[src/rtl/tdm_mux_scanner.sv]
// Registered N:1 channel multiplexer with manual select and a round-robin scan
// mode that dwells on each enabled channel; output is a valid/ready source.
module tdm_mux_scanner #(
    parameter int WIDTH    = 8,
    parameter int CHANNELS = 8,
    parameter int DWELL    = 4,
    localparam int SELW    = $clog2(CHANNELS)
) (
    input  logic                      clk,
    input  logic                      rst,
    input  logic [CHANNELS*WIDTH-1:0] din,
    input  logic [SELW-1:0]           sel,
    input  logic                      mode,
    input  logic [CHANNELS-1:0]       en_mask,
    input  logic                      out_ready,
    output logic [WIDTH-1:0]          out_data,
    output logic [SELW-1:0]           out_ch,
    output logic                      out_valid,
    output logic                      scan_wrap
);

    localparam int CW = $clog2(DWELL + 1);
    localparam logic [CW-1:0] CNT_LAST = CW'(DWELL - 1);

    typedef enum logic [1:0] {
        MANUAL,
        SCAN_INIT,
        SCAN
    } state_t;

    state_t          state, state_nxt;
    logic [SELW-1:0] ptr, ptr_nxt;
    logic [CW-1:0]   cnt, cnt_nxt;
    logic [WIDTH-1:0] data_nxt;
    logic [SELW-1:0] ch_nxt;
    logic            valid_nxt, wrap_nxt;

    logic [SELW-1:0]  lowest, highest, next_ptr;
    logic             any_en, next_found, stall;
    logic [WIDTH-1:0] sel_data, ptr_data;
    logic             sel_en, ptr_en;

    // Matching by equality keeps out-of-range selects (non power-of-2 CHANNELS) harmless.
    always_comb begin
        lowest     = '0;
        highest    = '0;
        next_ptr   = '0;
        any_en     = 1'b0;
        next_found = 1'b0;
        sel_data   = '0;
        sel_en     = 1'b0;
        ptr_data   = '0;
        ptr_en     = 1'b0;
        for (int k = CHANNELS - 1; k >= 0; k--) begin
            if (en_mask[k]) lowest = SELW'(k);
        end
        for (int k = 0; k < CHANNELS; k++) begin
            if (en_mask[k]) begin
                highest = SELW'(k);
                any_en  = 1'b1;
                if (!next_found && SELW'(k) > ptr) begin
                    next_ptr   = SELW'(k);
                    next_found = 1'b1;
                end
            end
            if (sel == SELW'(k)) begin
                sel_data = din[k*WIDTH +: WIDTH];
                sel_en   = en_mask[k];
            end
            if (ptr == SELW'(k)) begin
                ptr_data = din[k*WIDTH +: WIDTH];
                ptr_en   = en_mask[k];
            end
        end
        if (!next_found) next_ptr = lowest;
    end

    always_comb begin
        state_nxt = state;
        ptr_nxt   = ptr;
        cnt_nxt   = cnt;
        data_nxt  = out_data;
        ch_nxt    = out_ch;
        valid_nxt = out_valid;
        wrap_nxt  = 1'b0;
        stall     = out_valid & ~out_ready;
        if (!stall) valid_nxt = 1'b0;

        case (state)
            MANUAL: begin
                if (mode) state_nxt = SCAN_INIT;
                if (!stall && sel_en) begin
                    data_nxt  = sel_data;
                    ch_nxt    = sel;
                    valid_nxt = 1'b1;
                end
            end
            SCAN_INIT: begin
                ptr_nxt   = lowest;
                cnt_nxt   = '0;
                state_nxt = mode ? SCAN : MANUAL;
            end
            SCAN: begin
                // An empty mask freezes the walk entirely until a channel is re-enabled.
                if (!mode) begin
                    state_nxt = MANUAL;
                end else if (!stall && any_en) begin
                    if (cnt == CNT_LAST) begin
                        cnt_nxt = '0;
                        ptr_nxt = next_ptr;
                        if (ptr_en) begin
                            data_nxt  = ptr_data;
                            ch_nxt    = ptr;
                            valid_nxt = 1'b1;
                            wrap_nxt  = (ptr == highest);
                        end
                    end else begin
                        cnt_nxt = cnt + CW'(1);
                    end
                end
            end
            default: state_nxt = MANUAL;
        endcase
    end

    always_ff @(posedge clk) begin
        if (rst) begin
            state     <= MANUAL;
            ptr       <= '0;
            cnt       <= '0;
            out_data  <= '0;
            out_ch    <= '0;
            out_valid <= 1'b0;
            scan_wrap <= 1'b0;
        end else begin
            state     <= state_nxt;
            ptr       <= ptr_nxt;
            cnt       <= cnt_nxt;
            out_data  <= data_nxt;
            out_ch    <= ch_nxt;
            out_valid <= valid_nxt;
            scan_wrap <= wrap_nxt;
        end
    end

endmodule

[config.mk]
export PLATFORM = sky130hd
export DESIGN_NAME = tdm_mux_scanner
export DESIGN_NICKNAME = d
export VERILOG_FILES = /design/src/rtl/tdm_mux_scanner.sv
export SDC_FILE = /design/constraint.sdc
export NUM_CORES = 1
export LEC_CHECK = 0
export ABC_AREA = 1
export CORE_MARGIN = 10
export CORE_UTILIZATION = 35
export DETAILED_ROUTE_END_ITERATION = 12
export GPL_ROUTABILITY_DRIVEN = 0
export GPL_TIMING_DRIVEN = 0
export HOLD_SLACK_MARGIN = 0.03
export SLEW_MARGIN = 20
export SYNTH_ARGS = -nofsm -noshare
export SYNTH_HDL_FRONTEND = slang
export SYNTH_SLANG_ARGS = --single-unit
[constraint.sdc]
create_clock -name clk -period 2 [get_ports clk]
set_input_delay 0.4 -clock clk [delete_from_list [all_inputs] [get_ports clk]]
set_output_delay 0.4 -clock clk [all_outputs]
set_load 0.005 [all_outputs]
==> impl_results.md, run 1 <==
- Status: completed
- Die Area: 11200 um2
- Startpoint Class: input port
- Leak: 0.00167 uW
- EDFF count, synth: 0
- Non-Filler Instances: 679
- Drt drc: 0
- Max FO, Critical Path: 10
- Initial antenna violation count: 0
- Die Y: 106 um
- Yosys reg bits: 21
- Asr flop ratio synth: 0%
- Clock sinks: 21
- Final worst-path cycle share: 93.6%
- Final Hold Fails: 0
- Min cycle time layout: 1870 ps
- Iter 0 DRT Violations: 243
- Post-synth net total: 564
- Post-Synthesis Cells: 484
- Largest net degree at the start of global routing: 13
- Area Growth Syn to Fin: 43.2%
- Max Cap Viol: 0
- Number of distinct library cells after synthesis: 32
- Core Box Area: 7210 um2
- Critical path's top delay family: buffers and inverters
- CTS tree: built
- Sequential share of the synthesized area: 16.3%
- Worst skew pair latency: 260 ps
- Worst r2r dst: out_data[2]
- Total Routing Usage GR: 18.3%
- Vias in the first global route: 3438
- # rows: 31
- Worst Min Path Start: cnt[2]
- Slowest Stage Delay on Critical Path: 540 ps
- Main synth FF type: dfxtp_1
- Placed Cells: 671
- H-Tree Depth: 1
- Hold Path Sink: cnt[2]
- Arr. time, crit path: 2030 ps
- Final Slew Violations: 0
- Clk root buf: clkbuf_8
- Post-DP HPWL: 8730 um
- FILL cells: 796
- DIE WIDTH: 106 um
- Worst path required time: 2160 ps
- Total number of vias: 3582
- RSZ-0062 raised after global routing: true
- Antenna cells: 0
- Cts hold-fix bufs: 0
- Hold/Removal Path Class: register to register
- CP endpoint kind: register
- Crit Path Class: input port to register
- Final nets: 661
- R2R Path Start: ptr[2]
- Post-route ant nets: 0
- Power density over the cells: 415 nW/um2
- R2r worst-path depth: 11
- Critical-path top delay cell: clkdlybuf4s50_1
- Crit path top cell by count: nor2_1
- Initial Utilization: 35.8%
- Fin Hold WS: 460 ps
- DRT Pass-1 Iters: 5
- Most frequent cells in the layout: nand2_1 (133), clkdlybuf4s50_1 (86), nor2_1 (72)
- Syn avg cell area: 5.34 um2
- Peak supply drop: 0.233 mV
- Slew HR: 69.5%
- Port Buf Inserts: 88
- Top Ports: 92
- Routed WL: 10600 um
- Reg-to-reg slack, setup: 130 ps
- Num CTS Buffers: 3
- Layout cells sized above 1: 11.0%
- Worst-Margin Slew: 456 ps
- First-pass GRT wire length: 17300 um
- Synth warnings: 0
- Vias per inst: 5.28
- Most common cell after layout, fill and taps aside: nand2_1
- Clock Path Buffers: 2
- Total grt overflow: 0
- Buf+Inv Stages, Crit Path: 2
- Cells on Worst Hold Path: 2
- Fmax: 0.534 GHz
- WL per Instance: 15.6 um
- Max Clock Skew: 6.62 ps
- Mapped Area: 2590 um2
- Cell Chain, Critical Path: clkdlybuf4s50_1 -> nor2_1 -> nand2_1 -> nor2_1 -> nor3_2 -> nand3_2 -> clkbuf_4 -> a21oi_1 -> nor2_1
- Clk slew on worst S/H paths: 80 ps
- # setup viols final: 0
## metal layers
metal / routed length (um) / up-vias / global-route usage (%)
li1: - / 1789 / -
met1: 4770 / 1617 / 24.0
met2: 4910 / 156 / 30.8
met3: 667 / 20 / 2.96
met4: 243 / 0 / 4.06
met5: 0 / - / 0
## state kept, by name (all words and copies together), names as in the netlist
signal,flops
scan_wrap,1
state,2
out_ch,3
ptr,3
cnt,3
out_data,8
out_valid,1
## tightest hold or removal path, stage by stage (launching register included)
cell and delay, ps:
dfxtp_1 320, nand2_1 60, a21oi_1 40
## synthesized netlist by cell type (5+ instances only)
cell,instances,area [um2]
a21oi_1,39,195
nand2_1,134,503
buf_2,9,45.0
nand4_1,39,244
o21ai_0,21,105
nand3_1,41,205
nand2_2,5,31.3
inv_1,46,173
nor2_1,77,289
inv_2,10,37.5
dfxtp_1,21,420
## through the flow
step | setup TNS (ps) | setup slack, ps | util [%] | area (um2) | power [uW]
6_report | 0 | 127 | 51.3 | 3700 | 1540
5_1_grt | -55.2 | -23.3 | 51.3 | 3700 | 1660
4_1_cts | 0 | 27.2 | 50.6 | 3650 | 1530
3_5_place_dp | -5880 | -481 | 49.8 | 3590 | 1250
3_3_place_gp | -6080 | -493 | 49.8 | 3590 | 1240
2_1_floorplan | 0 | 366 | - | 2590 | 887
## cell type report
type	count	area, um2	share of cell area [%]
Sequential cell	21	420	11.4
Multi-Input combinational cell	387	1880	50.7
Timing Repair Buffer	92	901	24.3
Tap cell	99	124	3.34
Clock inverter	1	5.00	0.135
Buffer	19	120	3.24
Clock buffer	3	41.3	1.11
Inverter	57	214	5.78
## kinds of logic after synthesis
family | Yosys count | share of synthesized area [%]
AOI/OAI and AO/OA | 69 | 14.2
and+or+nand+nor | 315 | 55.8
buffers and inverters | 76 | 12.6
xor gates and xnor gates | 2 | 0.677
DFF | 21 | 16.3
adders and majority gates | 1 | 0.484
## how the worst max path moves through the flow
stage / from / end / slack (ps) / cells past startpoint
after global placement: sel[0] / out_ch[0] / -490 / 11
final: en_mask[7] / out_data[3] / 130 / 9
after floorplan: sel[1] / out_data[5] / 370 / 10
after detailed placement: sel[0] / out_ch[0] / -480 / 11
after global routing: ptr[1] / ptr[2] / -20 / 12
after CTS: en_mask[7] / out_data[3] / 30 / 9
## report_power, final
| part | leakage (uW) | total (uW) | switching (uW) | internal [uW] |
|---|---|---|---|---|
| sequential | 0.000173 | 478 | 20.2 | 458 |
| combinational | 0.00147 | 779 | 417 | 362 |
| clock | 0.0000255 | 281 | 142 | 139 |
| total | 0.00167 | 1540 | 579 | 959 |
## timing repair
item                       4_1_cts  5_1_grt
pin swaps                        1        3
cloned                           0        0
setup buffers                    1        3
setup endpoints to repair       12       17
gates resized for setup          5       19
Power figures use the tool's default switching activity.
==> run 2, diff against run 1 <==
--- a/config.mk
+++ b/config.mk
@@ -6,8 +6,10 @@
 export NUM_CORES = 1
 export LEC_CHECK = 0
 export ABC_AREA = 1
+export CORE_ASPECT_RATIO = 1.25
 export CORE_MARGIN = 10
 export CORE_UTILIZATION = 35
+export CTS_CLUSTER_SIZE = 28
 export DETAILED_ROUTE_END_ITERATION = 12
 export GPL_ROUTABILITY_DRIVEN = 0
 export GPL_TIMING_DRIVEN = 0
==> run 2 against run 1 <==
Net effect: maximum frequency decreased by 0.90%; clock-buffer cell count unchanged; largest power group unchanged; clock skew decreased by 1.1 ps; sequential share of layout area decreased by 0.14 points; setup slack got worse by 17 ps.
==> impl_results.md, run 2 (same netlist as run 1, synthesis figures left out) <==
- Setup TNS: 0 ps (unchanged)
- Startpoint Class: register
- Power density over the cells: 413 nW/um2 (-0.66%)
- Metal1 wirelength: 4370 um (-8.5%)
- Iter 0 DRT Violations: 248 (+2.1%)
- Slew HR: 59.1% (-10 points)
- Total number of vias: 3524 (-1.6%)
- Num CTS Buffers: 3 (unchanged)
- Area Growth Syn to Fin: 45.0%
- Max FFs per register: 8 (unchanged)
- # setup viols final: 0 (unchanged)
- Initial antenna violation count: 0 (unchanged)
- Worst skew pair latency: 260 ps (about the same)
- Critical path's top delay family: simple AND/OR/NAND/NOR gates
- Drt drc: 0 (unchanged)
- Final worst-path cycle share: 94.5% (+0.85 points)
- Vias in the first global route: 3427 (-0.32%)
- Worst Setup EP: out_data[4]
- Worst r2r dst: out_data[4]
- Critical-path top delay cell: dfxtp_1
- # rows: 35 (+13%)
- Routed wl met3: 566 um (-15%)
- Port Buf Inserts: 88 (unchanged)
- Largest net degree at the start of global routing: 13 (unchanged)
- Top routing layer in use: met4
- Clk root buf: clkbuf_8
- DIE WIDTH: 96.9 um (-8.6%)
- Core Box Area: 7270 um2 (+0.76%)
- Cts hold-fix bufs: 0 (unchanged)
- Total grt overflow: 0 (unchanged)
- Final Hold Fails: 0 (unchanged)
- Total Routing Usage GR: 17.8% (-0.56 points)
- Util after Layout: 51.6% (+0.27 points)
- Largest reg by FF count: out_data
- Sequential Area: 420 um2 (unchanged)
- Peak supply drop: 0.364 mV (+57%)
- CTS tree: built
- Most frequent cells in the layout: nand2_1 (133), clkdlybuf4s50_1 (86), nor2_1 (76)
- R2R Path Start: state[0]
- Slowest Stage Delay on Critical Path: 310 ps (-230 ps)
- Worst-Margin Slew: 611 ps (+155 ps)
- Final Slew Violations: 0 (unchanged)
- Crit path from: state[0]
- Status: completed
- CP endpoint kind: register
- Initial Utilization: 35.6% (-0.27 points)
- WL per Instance: 15.8 um (+1.3%)
- Vias per inst: 5.21 (-1.3%)
- Clock sinks: 21 (unchanged)
- Cell Chain, Critical Path: inv_1 -> nand2_1 -> clkinv_1 -> nand2_1 -> nor3_2 -> nand3_2 -> buf_6 -> a21oi_1 -> nor2_1
- Max Clock Skew: 5.48 ps (-1.14 ps)
- Reg-to-reg slack, setup: 110 ps (-20 ps)
- Post-DP HPWL: 8870 um (+1.5%)
- First-pass GRT wire length: 16900 um (-2.0%)
- FILL cells: 831 (+4.4%)
- H-Tree Depth: 1 (unchanged)
- DRT Pass-1 Iters: 5 (unchanged)
- Post-route ant nets: 0 (unchanged)
- Fmax: 0.529 GHz (-0.90%)
- Antenna cells: 0 (unchanged)
- R2r worst-path depth: 9 (-2)
- Max FO, Critical Path: 10 (unchanged)
- Instance count on the critical path: 9 (unchanged)
- Final nets: 666 (+0.76%)
- Top Ports: 92 (unchanged)
- Most common cell after layout, fill and taps aside: nand2_1
- RSZ-0062 raised after global routing: true
- Die Y: 116 um (+9.6%)
- Arr. time, crit path: 2050 ps (+20 ps)
- Clk slew on worst S/H paths: 80 ps (about the same)
- WL met2: 5600 um (+14%)
- Post-DP Area: 3580 um2 (-0.24%)
- Crit path top cell by count: nand2_1
- Die Area: 11200 um2 (+0.19%)
- Clock Path Buffers: 2 (unchanged)
- Min cycle time layout: 1890 ps (+17.1 ps)
- Buf+Inv Stages, Crit Path: 3 (+1)
- Routed WL: 10700 um (+1.0%)
- Max Cap Viol: 0 (unchanged)
- Worst path required time: 2160 ps (about the same)
- Leak: 0.00169 uW (+1.6%)
- Layout cells sized above 1: 10.9% (-0.094 points)
- Area of the multi-input gates: 1880 um2 (about the same)
- Post-route cell area: 3750 um2 (+1.3%)
- Hold/Removal Path Class: register to register
- Crit Path Class: register to register
==> run 2: cell count changes in the layout (fill, tap and decap cells not counted), moves of 2 or more <==
cell,before,now
buf_6,2,4
clkbuf_2,3,1
nor2_1,72,76
buf_4,8,12
nor2_2,6,2
==> run 2: final cells by class <==
type,instances,area share [%]
buffer,19,3.40
multi-input combinational,387,50.0
inverter,57,5.80
clock buffer,3,1.10
tap,92,3.07
timing repair buffer,97,25.3
clock inverter,1,0.133
sequential,21,11.2
==> run 2: metal layers <==
| layer | GRT usage (%) | vias to the layer above |
|---|---|---|
| li1 | - | 1799 |
| met1 | 20.1 | 1592 |
| met2 | 33.8 | 121 |
| met3 | 2.07 | 12 |
| met4 | 5.71 | 0 |
| met5 | 0 | - |
==> run 2: through the flow <==
stage | setup slack [ps] | cells | power (uW) | hold WS [ps]
6_report | 110 | 677 | 1550 | 447
5_1_grt | -23.3 | 677 | 1660 | 473
4_1_cts | 30.4 | 670 | 1530 | 450
3_5_place_dp | -534 | 664 | 1250 | 436
3_3_place_gp | -524 | 664 | 1240 | 431
2_1_floorplan | 366 | 484 | 887 | 421
==> run 2: worst reg2reg max path: cells and delay by family, from the launching register on <==
family                 cells  cell delay (ps)
AO/OA/AOI/OAI              1              150
buffers and inverters      3              470
flip-flops                 1              310
AND/OR/NAND/NOR            5              870
==> run 2: worst min-delay path by stage <==
| stage | startpoint | endpoint | depth (start not counted) |
|---|---|---|---|
| 6_report | cnt[2] | cnt[2] | 2 |
| 5_1_grt | cnt[2] | cnt[2] | 2 |
| 4_1_cts | cnt[2] | cnt[2] | 2 |
| 3_5_place_dp | cnt[2] | cnt[2] | 2 |
| 3_3_place_gp | cnt[2] | cnt[2] | 2 |
| 2_1_floorplan | cnt[2] | cnt[2] | 2 |
==> run 2: what timing repair did <==
action / CTS / global route
setup endpoints to repair: 12 / 16
setup buffers: 2 / 7
gates resized for setup: 6 / 16
pin swaps: 4 / 4
==> run 2: report_power, final <==
group | switching, uW | internal, uW
sequential | 18.6 | 458
combinational | 422 | 370
clock | 140 | 139
==> run 3, diff against run 2 <==
--- a/config.mk
+++ b/config.mk
@@ -6,6 +6,7 @@
 export NUM_CORES = 1
 export LEC_CHECK = 0
 export ABC_AREA = 1
+export ABC_CLOCK_PERIOD_IN_PS = 2000
 export CORE_ASPECT_RATIO = 1.25
 export CORE_MARGIN = 10
 export CORE_UTILIZATION = 35
==> results of run 3 <==
The final DEF is identical to that of run 2; final timing and power are the same.
